[config.mk]
export PLATFORM = sky130hd
export DESIGN_NAME = systolic_feeder_flat
export DESIGN_NICKNAME = d
export VERILOG_FILES = /design/src/rtl/systolic_feeder_pkg.sv /design/src/rtl/systolic_feeder_if.sv /design/src/rtl/systolic_feeder_skew_line.sv /design/src/rtl/systolic_feeder.sv /design/src/flat_wrapper.sv
export SDC_FILE = /design/constraint.sdc
export NUM_CORES = 1
export LEC_CHECK = 0
export BUFFER_PORTS_ARGS = -buffer_cell sky130_fd_sc_hd__buf_2
export CAP_MARGIN = 20
export CORE_ASPECT_RATIO = 2
export CORE_MARGIN = 2
export CORE_UTILIZATION = 45
export DETAILED_ROUTE_END_ITERATION = 10
export GPL_ROUTABILITY_DRIVEN = 0
export GPL_TIMING_DRIVEN = 1
export PLACE_DENSITY = 0.69
export SYNTH_ARGS = -nofsm -noshare
export SYNTH_HDL_FRONTEND = slang
export SYNTH_HIERARCHICAL = 1
export SYNTH_SLANG_ARGS = --single-unit
[constraint.sdc]
create_clock -name clk -period 1.6 [get_ports clk]
set_clock_uncertainty 0.2 [all_clocks]
set_input_delay 0.32 -clock clk [delete_from_list [all_inputs] [get_ports clk]]
set_output_delay 0.32 -clock clk [all_outputs]
set_load 0.02 [all_outputs]
[src/rtl/systolic_feeder_pkg.sv]
// Shared definitions for the systolic array feeder.
//   WIDTH / N / PE_LAT : default word width, array dimension, PE hop latency
//   vec_t              : one activation/bias vector, element i -> row/column i
//   feeder_state_t     : feeder FSM encoding
//   flush_len()        : cycles from the last accept until the last result
package systolic_pkg;

   localparam int WIDTH  = 16;
   localparam int N      = 4;
   localparam int PE_LAT = 1;

   typedef logic signed [N-1:0][WIDTH-1:0] vec_t;

   typedef enum logic [1:0] {
      IDLE,
      STREAM,
      FLUSH
   } feeder_state_t;

   function automatic int flush_len(input int n, input int pe_lat);
      return n + n * pe_lat;
   endfunction

endpackage

[src/rtl/systolic_feeder_if.sv]
// Stream / array bundle between the activation source, the feeder and the
// result collector.
//   s_valid, s_ready, s_data, s_last : activation vector handshake
//   bias_load, bias_in               : per-column bias update
//   in_left, in_up                   : skewed row data / column bias to the array
//   res_valid, tile_done             : result lane mask and end-of-tile pulse
// Modports: slave = feeder, master = source/collector side.
interface systolic_feeder_if #(
   parameter int WIDTH = systolic_pkg::WIDTH,
   parameter int N     = systolic_pkg::N
);

   logic                           s_valid;
   logic                           s_ready;
   logic signed [N-1:0][WIDTH-1:0] s_data;
   logic                           s_last;
   logic                           bias_load;
   logic signed [N-1:0][WIDTH-1:0] bias_in;
   logic signed [N-1:0][WIDTH-1:0] in_left;
   logic signed [N-1:0][WIDTH-1:0] in_up;
   logic [N-1:0]                   res_valid;
   logic                           tile_done;

   modport slave (
      input  s_valid, s_data, s_last, bias_load, bias_in,
      output s_ready, in_left, in_up, res_valid, tile_done
   );

   modport master (
      output s_valid, s_data, s_last, bias_load, bias_in,
      input  s_ready, in_left, in_up, res_valid, tile_done
   );

endinterface

[src/rtl/systolic_feeder_skew_line.sv]
// Fixed-depth {valid, data} delay line used for one skew lane.
//   clk, rst  : clock, synchronous active-high reset (clears every stage)
//   i_valid   : valid bit entering stage 0
//   i_data    : data word entering stage 0
//   o_valid   : valid bit after DEPTH cycles
//   o_data    : data word after DEPTH cycles
module skew_line #(
   parameter int WIDTH = 16,
   parameter int DEPTH = 1
) (
   input  logic             clk,
   input  logic             rst,
   input  logic             i_valid,
   input  logic [WIDTH-1:0] i_data,
   output logic             o_valid,
   output logic [WIDTH-1:0] o_data
);

   logic [DEPTH-1:0]            r_valid;
   logic [DEPTH-1:0][WIDTH-1:0] r_data;

   always_ff @(posedge clk) begin
      if (rst) begin
         r_valid <= '0;
         r_data  <= '0;
      end else begin
         r_valid[0] <= i_valid;
         r_data[0]  <= i_data;
         for (int unsigned k = 1; k < DEPTH; k++) begin
            r_valid[k] <= r_valid[k-1];
            r_data[k]  <= r_data[k-1];
         end
      end
   end

   assign o_valid = r_valid[DEPTH-1];
   assign o_data  = r_data[DEPTH-1];

endmodule

[src/rtl/systolic_feeder.sv]
// Transmit side of the NxN systolic PE array. Accepts activation vectors on a
// valid/ready stream, skews them diagonally onto in_left, skews the per-column
// bias onto in_up, predicts which out_right lanes carry results (res_valid) and
// pulses tile_done when the last result of a tile reaches out_right.
//   clk, rst : clock, synchronous active-high reset (discards any tile in flight)
//   bus      : systolic_feeder_if slave modport (stream, bias, array-side lanes)
module systolic_feeder #(
   parameter int WIDTH  = systolic_pkg::WIDTH,
   parameter int N      = systolic_pkg::N,
   parameter int PE_LAT = systolic_pkg::PE_LAT
) (
   input  logic              clk,
   input  logic              rst,
   systolic_feeder_if.slave  bus
);

   import systolic_pkg::*;

   localparam int            FLUSH_LEN = flush_len(N, PE_LAT);
   localparam int            TAIL      = N * PE_LAT;
   localparam int            CW        = $clog2(FLUSH_LEN + 1);
   localparam logic [CW-1:0] LAST_CNT  = CW'(FLUSH_LEN - 1);

   feeder_state_t             r_state;
   feeder_state_t             w_state_nxt;
   logic [CW-1:0]             r_cnt;
   logic [CW-1:0]             w_cnt_nxt;
   logic                      w_ready_st;
   logic                      w_ready;
   logic                      w_accept;
   logic                      w_bias_we;
   logic                      w_tile_done;

   logic [N-1:0][WIDTH-1:0]   r_bias;
   logic [N-1:0][WIDTH-1:0]   w_bias_eff;
   logic [N-1:0][WIDTH-1:0]   w_left_in;
   logic [N-1:0][WIDTH-1:0]   w_up_in;
   logic [N-1:0][WIDTH-1:0]   w_left_d;
   logic [N-1:0][WIDTH-1:0]   w_up_d;
   logic [N-1:0][WIDTH-1:0]   w_in_left;
   logic [N-1:0][WIDTH-1:0]   w_in_up;
   logic [N-1:0]              w_left_v;
   logic [N-1:0]              w_up_v;
   logic [N-1:0]              w_res_valid;
   logic [N-1:0][TAIL-1:0]    r_tail;

   // ---------------- FSM ----------------
   always_ff @(posedge clk) begin
      if (rst) begin
         r_state <= IDLE;
         r_cnt   <= '0;
      end else begin
         r_state <= w_state_nxt;
         r_cnt   <= w_cnt_nxt;
      end
   end

   always_comb begin
      w_state_nxt = r_state;
      w_cnt_nxt   = '0;
      w_ready_st  = 1'b0;
      w_bias_we   = 1'b0;
      w_tile_done = 1'b0;
      case (r_state)
         IDLE: begin
            w_ready_st = 1'b1;
            w_bias_we  = bus.bias_load;
            if (bus.s_valid) begin
               w_state_nxt = bus.s_last ? FLUSH : STREAM;
            end
         end
         STREAM: begin
            w_ready_st = 1'b1;
            if (bus.s_valid && bus.s_last) begin
               w_state_nxt = FLUSH;
            end
         end
         FLUSH: begin
            w_cnt_nxt = r_cnt + CW'(1);
            if (r_cnt == LAST_CNT) begin
               w_tile_done = 1'b1;
               w_state_nxt = IDLE;
               w_cnt_nxt   = '0;
            end
         end
         default: w_state_nxt = IDLE;
      endcase
   end

   // Gating with rst keeps s_ready low for the whole reset window, including
   // the cycles where the state register already reads IDLE.
   assign w_ready  = w_ready_st & ~rst;
   assign w_accept = bus.s_valid & w_ready;

   // ---------------- bias ----------------
   always_ff @(posedge clk) begin
      if (rst) begin
         r_bias <= '0;
      end else if (w_bias_we) begin
         r_bias <= bus.bias_in;
      end
   end

   // A bias load coinciding with an accept in IDLE applies to that vector.
   assign w_bias_eff = w_bias_we ? bus.bias_in : r_bias;

   // ---------------- skew lanes ----------------
   always_comb begin
      w_left_in = '0;
      w_up_in   = '0;
      for (int unsigned i = 0; i < N; i++) begin
         if (w_accept) begin
            w_left_in[i] = bus.s_data[i];
            w_up_in[i]   = w_bias_eff[i];
         end
      end
   end

   for (genvar i = 0; i < N; i++) begin : g_lane
      skew_line #(
         .WIDTH (WIDTH),
         .DEPTH (i + 1)
      ) u_left (
         .clk     (clk),
         .rst     (rst),
         .i_valid (w_accept),
         .i_data  (w_left_in[i]),
         .o_valid (w_left_v[i]),
         .o_data  (w_left_d[i])
      );

      skew_line #(
         .WIDTH (WIDTH),
         .DEPTH (i * PE_LAT + 1)
      ) u_up (
         .clk     (clk),
         .rst     (rst),
         .i_valid (w_accept),
         .i_data  (w_up_in[i]),
         .o_valid (w_up_v[i]),
         .o_data  (w_up_d[i])
      );
   end

   // Result tail: lane valid continues through the N horizontal PE hops.
   always_ff @(posedge clk) begin
      if (rst) begin
         r_tail <= '0;
      end else begin
         for (int unsigned i = 0; i < N; i++) begin
            r_tail[i][0] <= w_left_v[i];
            for (int unsigned k = 1; k < TAIL; k++) begin
               r_tail[i][k] <= r_tail[i][k-1];
            end
         end
      end
   end

   always_comb begin
      w_in_left   = '0;
      w_in_up     = '0;
      w_res_valid = '0;
      for (int unsigned i = 0; i < N; i++) begin
         w_in_left[i]   = w_left_v[i] ? w_left_d[i] : '0;
         w_in_up[i]     = w_up_v[i]   ? w_up_d[i]   : '0;
         w_res_valid[i] = r_tail[i][TAIL-1];
      end
   end

   assign bus.s_ready   = w_ready;
   assign bus.in_left   = w_in_left;
   assign bus.in_up     = w_in_up;
   assign bus.res_valid = w_res_valid;
   assign bus.tile_done = w_tile_done;

endmodule

[src/flat_wrapper.sv]
// flat-port wrapper written by rule: the top's interface ports become plain ports
module systolic_feeder_flat import systolic_pkg::*;
#(
   parameter int WIDTH  = systolic_pkg::WIDTH,
   parameter int N      = systolic_pkg::N,
   parameter int PE_LAT = systolic_pkg::PE_LAT
)
  (clk, rst, bus_s_valid, bus_s_data, bus_s_last, bus_bias_load, bus_bias_in, bus_s_ready, bus_in_left, bus_in_up, bus_res_valid, bus_tile_done);
  systolic_feeder_if #(.WIDTH(WIDTH), .N(N)) bus_i ();
  input  logic clk;
  input  logic rst;
  input wire logic [$bits(bus_i.s_valid)-1:0] bus_s_valid;
  input wire logic [$bits(bus_i.s_data)-1:0] bus_s_data;
  input wire logic [$bits(bus_i.s_last)-1:0] bus_s_last;
  input wire logic [$bits(bus_i.bias_load)-1:0] bus_bias_load;
  input wire logic [$bits(bus_i.bias_in)-1:0] bus_bias_in;
  output wire logic [$bits(bus_i.s_ready)-1:0] bus_s_ready;
  output wire logic [$bits(bus_i.in_left)-1:0] bus_in_left;
  output wire logic [$bits(bus_i.in_up)-1:0] bus_in_up;
  output wire logic [$bits(bus_i.res_valid)-1:0] bus_res_valid;
  output wire logic [$bits(bus_i.tile_done)-1:0] bus_tile_done;
  assign bus_i.s_valid = bus_s_valid;
  assign bus_i.s_data = bus_s_data;
  assign bus_i.s_last = bus_s_last;
  assign bus_i.bias_load = bus_bias_load;
  assign bus_i.bias_in = bus_bias_in;
  assign bus_s_ready = bus_i.s_ready;
  assign bus_in_left = bus_i.in_left;
  assign bus_in_up = bus_i.in_up;
  assign bus_res_valid = bus_i.res_valid;
  assign bus_tile_done = bus_i.tile_done;
  systolic_feeder #(.WIDTH(WIDTH), .N(N), .PE_LAT(PE_LAT)) u_core (.clk(clk), .rst(rst), .bus(bus_i));
endmodule
==> flow_summary.rst, run 1 <==
.. list-table::
   :header-rows: 1

   * - Metric
     - Value
   * - Number of global-route vias before repair
     - 9,959
   * - Dominant cell by count in the synthesized netlist
     - sky130_fd_sc_hd__dfxtp_1
   * - Setup repair after global routing missed its margin
     - yes
   * - Met3 track demand over resource
     - 3.38%
   * - Final hold slack
     - 87.4 ps
   * - Top post-synthesis cells by area
     - sky130_fd_sc_hd__dfxtp_1, sky130_fd_sc_hd__nor2b_1, sky130_fd_sc_hd__and2_1, sky130_fd_sc_hd__buf_4, sky130_fd_sc_hd__mux2i_1
   * - Reg-to-reg critical path endpoint
     - u_core/g_lane[0].u_up/o_data[0]
   * - Violated checks
     - negative setup slack
   * - Number of distinct library cell variants in the gate-level netlist after synthesis
     - 23
   * - TritonCTS clock tree
     - built
   * - Longest Clk Path Bufs
     - 3
   * - Seq/Total Area, Yosys
     - 58.7%
   * - Leakage dissipation
     - 0.00912 µW
   * - Shortest clock period the worst path allows after layout
     - 1970 ps
   * - Total die area
     - 0.0338 mm²
   * - Floorplan Core Area
     - 0.0320 mm²
   * - Antenna violations before repair
     - 3
   * - Top_reg_cell synth
     - sky130_fd_sc_hd__dfxtp_1
   * - Net count reported at finish
     - 1,862
   * - Capture point of the worst path
     - bus_tile_done
   * - WP data required
     - 1080 ps
   * - Root Buffer Master
     - sky130_fd_sc_hd__clkbuf_16
   * - Count of clock tree sinks
     - 426
   * - Row Count
     - 93
   * - Via count of the routed design
     - 9,896
   * - Warnings, synthesis
     - 6
   * - Post-layout util
     - 67.2%
   * - Slew HR
     - 49.8%
   * - Cell Area, Placed
     - 0.0157 mm²
   * - Top cells by count, synth
     - sky130_fd_sc_hd__dfxtp_1, sky130_fd_sc_hd__nor2b_1, sky130_fd_sc_hd__nor2_1, sky130_fd_sc_hd__and2_1, sky130_fd_sc_hd__buf_4
   * - Category of the most critical setup path
     - reg -> out
   * - Netlist Area Pre-Place
     - 0.0145 mm²
   * - Slew at the pin with the worst max-slew slack
     - 753 ps
   * - HPWL after detailed placement
     - 17.2 mm
   * - Antenna Violating Nets Remaining
     - 0
   * - Outcome
     - finished, violations left
   * - Upper clock frequency limit
     - 508 MHz
   * - Worst IR Drop VDD
     - 0.000872 V
   * - Reg2Reg Setup Slack
     - -280 ps
   * - Count of cells along the worst register-to-register path
     - 7
   * - Maximum number of pins on one net before global-route repair
     - 166
   * - Starting density of the core
     - 45.4%
   * - Number of DRC violations after detailed routing
     - 0
   * - Count of endpoints failing hold in the final timing report
     - 0
   * - Cts bufs inserted
     - 38
   * - Asr flop ratio synth
     - 0%
   * - Initial DRT Pass Iterations
     - 4
   * - Worst min path class
     - in -> reg
   * - Clock Latency Late Sink
     - 520 ps
   * - Die boundary height
     - 258 µm
   * - Critical path startpoint
     - u_core/r_cnt[1]
   * - Critical Path End Type
     - output port
   * - Sum of overflow across all layers after global routing
     - 0
   * - Number of enable-type register cells in the synthesized netlist
     - 0
   * - Most congested layer reported by global routing
     - met2
   * - Proportion of layout cells with a drive suffix above 1
     - 40.8%
   * - Maximum capacitance violations
     - 0
   * - Overall die width
     - 131 µm
   * - #FFs+latches synth
     - 426
   * - Area overhead of the layout relative to synthesis
     - 47.8%
   * - Seq pwr share
     - 48.1%
   * - Final worst-path setup slack
     - -370 ps
   * - Gr usage total
     - 18.5%
   * - Pre-CTS setup slack
     - -174 ps
   * - Data arrival time of the critical path
     - 1450 ps
   * - RR Startpoint
     - u_core/r_state[1]
   * - Final period util
     - 123%
   * - Peak fanout along the critical path
     - 2
   * - Synthesized area divided by synthesized cell count
     - 10.7 µm²
   * - Cell Pwr Density
     - 1060 mW/mm²
   * - Final WL
     - 36.4 mm
   * - Wire length of the first global-routing pass
     - 49.1 mm
   * - Number of instances in the synthesized netlist
     - 1,363
   * - Dominant cell type by area after synthesis
     - sky130_fd_sc_hd__dfxtp_1
   * - Net count after synthesis
     - 1,497
   * - Met1 Track Usage GR
     - 18.1%
   * - Portion of synthesized cell area occupied by the leading cell type
     - 58.7%
   * - IO Pins
     - 267
   * - Share of total power in combinational logic
     - 10.7%
   * - Fill cells
     - 2,137
   * - Aggregate negative setup slack
     - -44,840 ps
   * - Via count normalized by instance count
     - 4.54
   * - Design internal power
     - 17,800 µW
   * - Met2 demand-to-capacity share in global routing
     - 35.5%
   * - Nature of the critical path startpoint
     - flop
   * - Clk pwr share
     - 41.2%
   * - Sequence of cells on the critical path
     - ha_4 -> nand3b_1 -> nor3b_2 -> buf_4
   * - Net switching power
     - 5040 µW
   * - Total of buffers placed on input and output ports
     - 266
   * - CP max-delay cell
     - sky130_fd_sc_hd__dfxtp_2
   * - Count of H-tree levels built during CTS
     - 2
   * - Design area
     - 0.0215 mm²
   * - Delay of the slowest cell on the worst path
     - 360 ps
   * - Slew Limit Fails
     - 0
   * - Post-DR wirelength/cell
     - 16.7 µm
   * - Sw Share
     - 22.0%
   * - Endpoints failing setup
     - 277
   * - Detailed Route Iter0 Violations
     - 450
   * - Clock input transition at the sequential cells of the worst setup and hold paths
     - 60 ps
[critical path, delay by kind of cell (launching register included)]
family / cells / cell delay (ps)
AND/OR/NAND/NOR: 2 / 280
flip-flops: 1 / 360
buffers and inverters: 1 / 160
adder cells (fa/ha/maj): 1 / 140
[routing by layer]
metal	vias to the layer above	part of all wire, %	routed length (µm)
met5	-	0	0
met4	0	5.0	1810
met3	98	4.0	1470
met2	309	57	20800
met1	4656	34	12300
li1	4833	-	-
[sequential cells by signal (all words and copies together) (netlist names), 9 cells and up]
signal and cells:
u_core/g_lane.u_left/r_data 96, u_core/g_lane.u_up/r_data 96, u_core/g_lane.u_left/o_data 64, u_core/g_lane.u_up/o_data 64, u_core/r_bias 64, u_core/r_tail 12, u_core/g_lane.u_left/r_valid 9, u_core/g_lane.u_up/r_valid 9
[repair_timing]
| item | 4_1_cts | 5_1_grt |
|---|---|---|
| endpoints found under the setup margin | 202 | 323 |
| pin swaps | 2 | 17 |
| cloned | 8 | 11 |
| hold buffers | 130 | 0 |
| setup buffers | 19 | 26 |
| endpoints found under the hold margin | 190 | 0 |
| resized for setup | 432 | 252 |
[cell usage in the layout (no fill, tap or decap), types with 49 or more instances in the layout]
cell	synthesis	layout
sky130_fd_sc_hd__nor2b_1	334	319
sky130_fd_sc_hd__nor2_1	132	106
sky130_fd_sc_hd__and2_4	0	128
sky130_fd_sc_hd__dfxtp_1	426	414
sky130_fd_sc_hd__clkbuf_16	0	49
sky130_fd_sc_hd__buf_6	13	176
sky130_fd_sc_hd__mux2i_4	0	57
sky130_fd_sc_hd__buf_2	21	134
sky130_fd_sc_hd__and3_1	65	50
sky130_fd_sc_hd__dlygate4sd3_1	0	130
[kinds of logic (layout without fill, tap and decap cells)]
family	Yosys count	in the layout	share of synthesized area (%)
and+or+nand+nor	689	689	27.8
DFF	426	426	58.7
buffers and inverters	179	568	8.85
muxes	64	64	4.41
AOI/OAI and AO/OA	2	2	0.0947
xor gates and xnor gates	2	2	0.121
adders and majority gates	1	1	0.0861
other	0	3	0
[how the worst min path moves through the flow]
stage                                  startpoint                                 end  slack [ps]  cells past startpoint
2_1_floorplan                                 rst  u_core/g_lane[2].u_left/r_valid[0]         190                      1
3_3_place_gp   u_core/g_lane[2].u_left/r_data[23]   u_core/g_lane[2].u_left/o_data[7]         220                      1
3_5_place_dp     u_core/g_lane[3].u_up/r_valid[0]    u_core/g_lane[3].u_up/r_valid[1]         220                      1
4_1_cts                               bus_s_valid                   u_core/r_state[1]          50                      3
5_1_grt                               bus_s_valid                   u_core/r_state[1]         100                      3
6_report                              bus_s_valid                   u_core/r_state[1]          90                      3
[through the flow]
| step | cells | total power, µW |
|---|---|---|
| CTS | 2142 | 22200 |
| global route | 2182 | 23600 |
| finish | 2182 | 22900 |
| floorplan | 1363 | 12000 |
| detailed placement | 1923 | 12400 |
| global placement | 1923 | 12400 |
[power by group through the flow]
stage / registers [µW] / logic (µW) / clock network (µW)
2_1_floorplan: 11200 / 824 / 0
3_3_place_gp: 11200 / 1180 / 0
3_5_place_dp: 11200 / 1210 / 0
4_1_cts: 10900 / 1650 / 9580
5_1_grt: 11000 / 2580 / 10000
6_report: 11000 / 2440 / 9430
[final cells by class]
type	count	area [µm²]	share of cell area, %
Antenna cell	3	7.51	0.0349
Clock buffer	53	1120	5.20
Clock inverter	11	178	0.827
Inverter	2	7.51	0.0349
Multi-Input combinational cell	758	6060	28.2
Sequential cell	426	8560	39.8
Tap cell	427	534	2.49
Timing Repair Buffer	502	5020	23.4
Power figures use the tool's default switching activity.
==> inputs of run 2 (changes only) <==
--- a/config.mk
+++ b/config.mk
@@ -13,7 +13,7 @@
 export DETAILED_ROUTE_END_ITERATION = 10
 export GPL_ROUTABILITY_DRIVEN = 0
 export GPL_TIMING_DRIVEN = 1
-export PLACE_DENSITY = 0.69
+export PLACE_DENSITY = 0.67
 export SYNTH_ARGS = -nofsm -noshare
 export SYNTH_HDL_FRONTEND = slang
 export SYNTH_HIERARCHICAL = 1
==> constraint.sdc (replaced) <==
create_clock -name clk -period 2.1 [get_ports clk]
set_clock_uncertainty 0.2 [all_clocks]
set_input_delay 0.42 -clock clk [delete_from_list [all_inputs] [get_ports clk]]
set_output_delay 0.42 -clock clk [all_outputs]
set_load 0.02 [all_outputs]
==> run 2 against run 1 <==
Critical endpoint unchanged. Sequential cell count stayed put. Wire length is 27% lower. Die area stayed put. Final cell count is 6.8% lower. The run still ends with negative setup slack left. Critical path depth stayed put.
==> flow_summary.rst, run 2 (synthesis gave the netlist of run 1 again) <==
.. list-table::
   :header-rows: 1

   * - Metric
     - Value
   * - Maximum number of pins on one net before global-route repair
     - 117
   * - Reg-to-reg critical path endpoint
     - u_core/g_lane[0].u_up/o_data[1]
   * - Peak fanout along the critical path
     - 3
   * - Crit-path leading delay family
     - simple AND/OR/NAND/NOR gates
   * - Endpoints failing setup
     - 1
   * - Antenna violations before repair
     - 3
   * - Pre-CTS setup slack
     - 136 ps
   * - Count of cells along the worst register-to-register path
     - 6
   * - Row Count
     - 93
   * - Die boundary height
     - 258 µm
   * - Final worst-path setup slack
     - -65.4 ps
   * - Detailed Route Iter0 Violations
     - 295
   * - Most common cell after layout, fill and taps aside
     - sky130_fd_sc_hd__dfxtp_1
   * - Clock Latency Late Sink
     - 530 ps
   * - Capture point of the worst path
     - bus_tile_done
   * - Critical Path End Type
     - output port
   * - Via count normalized by instance count
     - 4.32
   * - Critical path startpoint
     - u_core/r_cnt[1]
   * - Upper clock frequency limit
     - 462 MHz
   * - Slew HR
     - 67.7%
   * - Category of the most critical setup path
     - reg -> out
   * - Total of buffers placed on input and output ports
     - 266
   * - Via count of the routed design
     - 8,791
   * - Sequence of cells on the critical path
     - ha_4 -> nand3b_1 -> nor3b_2 -> buf_4
   * - Violated checks
     - negative setup slack
   * - WP data required
     - 1480 ps
   * - Antenna Violating Nets Remaining
     - 0
   * - Instance count after placement with tap cells included
     - 1,895
   * - Count of H-tree levels built during CTS
     - 2
   * - Logic depth of the worst setup path including buffers
     - 4
   * - Setup repair after global routing missed its margin
     - yes
   * - Maximum capacitance violations
     - 0
   * - Gr usage total
     - 15.7%
   * - Crit path buffers/inverters
     - 1
   * - Root Buffer Master
     - sky130_fd_sc_hd__clkbuf_16
   * - Sum of overflow across all layers after global routing
     - 0
   * - Count of endpoints failing hold in the final timing report
     - 0
   * - Total die area
     - 0.0338 mm²
   * - TritonCTS clock tree
     - built
   * - Reg2Reg Setup Slack
     - 260 ps
   * - Worst min path class
     - in -> reg
   * - Clock input transition at the sequential cells of the worst setup and hold paths
     - 70 ps
   * - Fin cells
     - 2,034
   * - Slew at the pin with the worst max-slew slack
     - 485 ps
   * - Final period util
     - 103%
   * - Wire length of the first global-routing pass
     - 41.8 mm
   * - Data arrival time of the critical path
     - 1550 ps
   * - Delay of the slowest cell on the worst path
     - 350 ps
   * - Count of clock tree sinks
     - 426
   * - RR Startpoint
     - u_core/r_state[1]
   * - Final WL
     - 26.6 mm
   * - Post-DR wirelength/cell
     - 13.1 µm
   * - Area overhead of the layout relative to synthesis
     - 20.5%
   * - Starting density of the core
     - 45.4%
   * - Longest Clk Path Bufs
     - 3
   * - Cell Pwr Density
     - 939 mW/mm²
   * - Number of global-route vias before repair
     - 8,586
   * - Cts bufs inserted
     - 38
   * - Leakage dissipation
     - 0.00799 µW
   * - Proportion of layout cells with a drive suffix above 1
     - 24.0%
   * - Commonest cells after routing, fill and taps aside
     - sky130_fd_sc_hd__dfxtp_1, sky130_fd_sc_hd__nor2b_1, sky130_fd_sc_hd__buf_2
   * - Registers with the most flip-flops
     - u_core/g_lane.u_left/r_data x96, u_core/g_lane.u_up/r_data x96
   * - IO Pins
     - 267
   * - Worst IR Drop VDD
     - 0.000820 V
   * - Shortest clock period the worst path allows after layout
     - 2170 ps
   * - Initial DRT Pass Iterations
     - 4
   * - Overall die width
     - 131 µm
   * - Slew Limit Fails
     - 0
   * - HPWL after detailed placement
     - 16.8 mm
   * - Fill cells
     - 2,815
   * - Number of DRC violations after detailed routing
     - 0
   * - Floorplan Core Area
     - 0.0320 mm²
   * - CP max-delay cell
     - sky130_fd_sc_hd__dfxtp_2
   * - Aggregate negative setup slack
     - -65.4 ps
   * - Net count reported at finish
     - 1,713
   * - Nature of the critical path startpoint
     - flop
   * - Outcome
     - finished, violations left
-- run 2: routing by layer --
metal	vias up	GRT usage, %	share of wire [%]
met3	76	3.13	4.6
met1	3972	15.8	38
met4	0	8.01	4.2
li1	4529	-	-
met5	-	0	0
met2	214	29.6	54
-- run 2: layout make-up --
| class | instances | area [µm²] | area share, % |
|---|---|---|---|
| Antenna cell | 3 | 7.51 | 0.0429 |
| Clock buffer | 50 | 1080 | 6.15 |
| Clock inverter | 15 | 220 | 1.26 |
| Inverter | 2 | 7.51 | 0.0429 |
| Multi-Input combinational cell | 758 | 4760 | 27.2 |
| Sequential cell | 426 | 8550 | 48.8 |
| Tap cell | 427 | 534 | 3.05 |
| Timing Repair Buffer | 353 | 2360 | 13.5 |
-- run 2: worst min path at each step --
stage / from / end / cells after the start
final: bus_s_data[50] / u_core/g_lane[3].u_left/r_data[2] / 3
after floorplan: u_core/r_tail[2] / u_core/bus.res_valid[0] / 1
after global placement: u_core/g_lane[3].u_left/r_data[4] / u_core/g_lane[3].u_left/r_data[20] / 1
after global routing: bus_s_data[57] / u_core/g_lane[3].u_left/r_data[9] / 3
after detailed placement: u_core/g_lane[3].u_up/r_data[14] / u_core/g_lane[3].u_up/r_data[30] / 1
after CTS: bus_s_data[50] / u_core/g_lane[3].u_left/r_data[2] / 3
-- run 2: metrics by stage --
| stage | hold WS (ps) | utilization (%) | power, µW | area [µm²] |
|---|---|---|---|---|
| global route | 21.6 | 54.7 | 17100 | 17500 |
| finish | 30.6 | 54.7 | 16400 | 17500 |
| CTS | 5.33 | 54.6 | 16700 | 17500 |
| global placement | 217 | 48.2 | 9340 | 15400 |
| floorplan | 214 | - | 9130 | 14500 |
| detailed placement | 220 | 48.2 | 9360 | 15400 |
-- run 2: power breakdown --
group          switching, µW  leakage, µW  internal [µW]
registers               62.0      0.00346           8280
logic                    474      0.00390            495
clock network           2880     0.000633           4240
-- run 2: worst reg2reg max path, stage by stage, from the launching register on --
cell                      delay, ps
sky130_fd_sc_hd__dfxtp_2        360
sky130_fd_sc_hd__nor3b_4        230
sky130_fd_sc_hd__buf_12         210
sky130_fd_sc_hd__buf_12         210
sky130_fd_sc_hd__mux2i_1        280
sky130_fd_sc_hd__nor2_1          60
sky130_fd_sc_hd__and2b_2        190
-- run 2: timing repair --
| action | in CTS | in global routing |
|---|---|---|
| cloned | 2 | 0 |
| hold buffers | 66 | 0 |
| hold endpoints to repair | 68 | 0 |
| setup buffers | 1 | 2 |
| resized for setup | 11 | 6 |
| pin swaps | 1 | 1 |
| setup endpoints to repair | 98 | 37 |
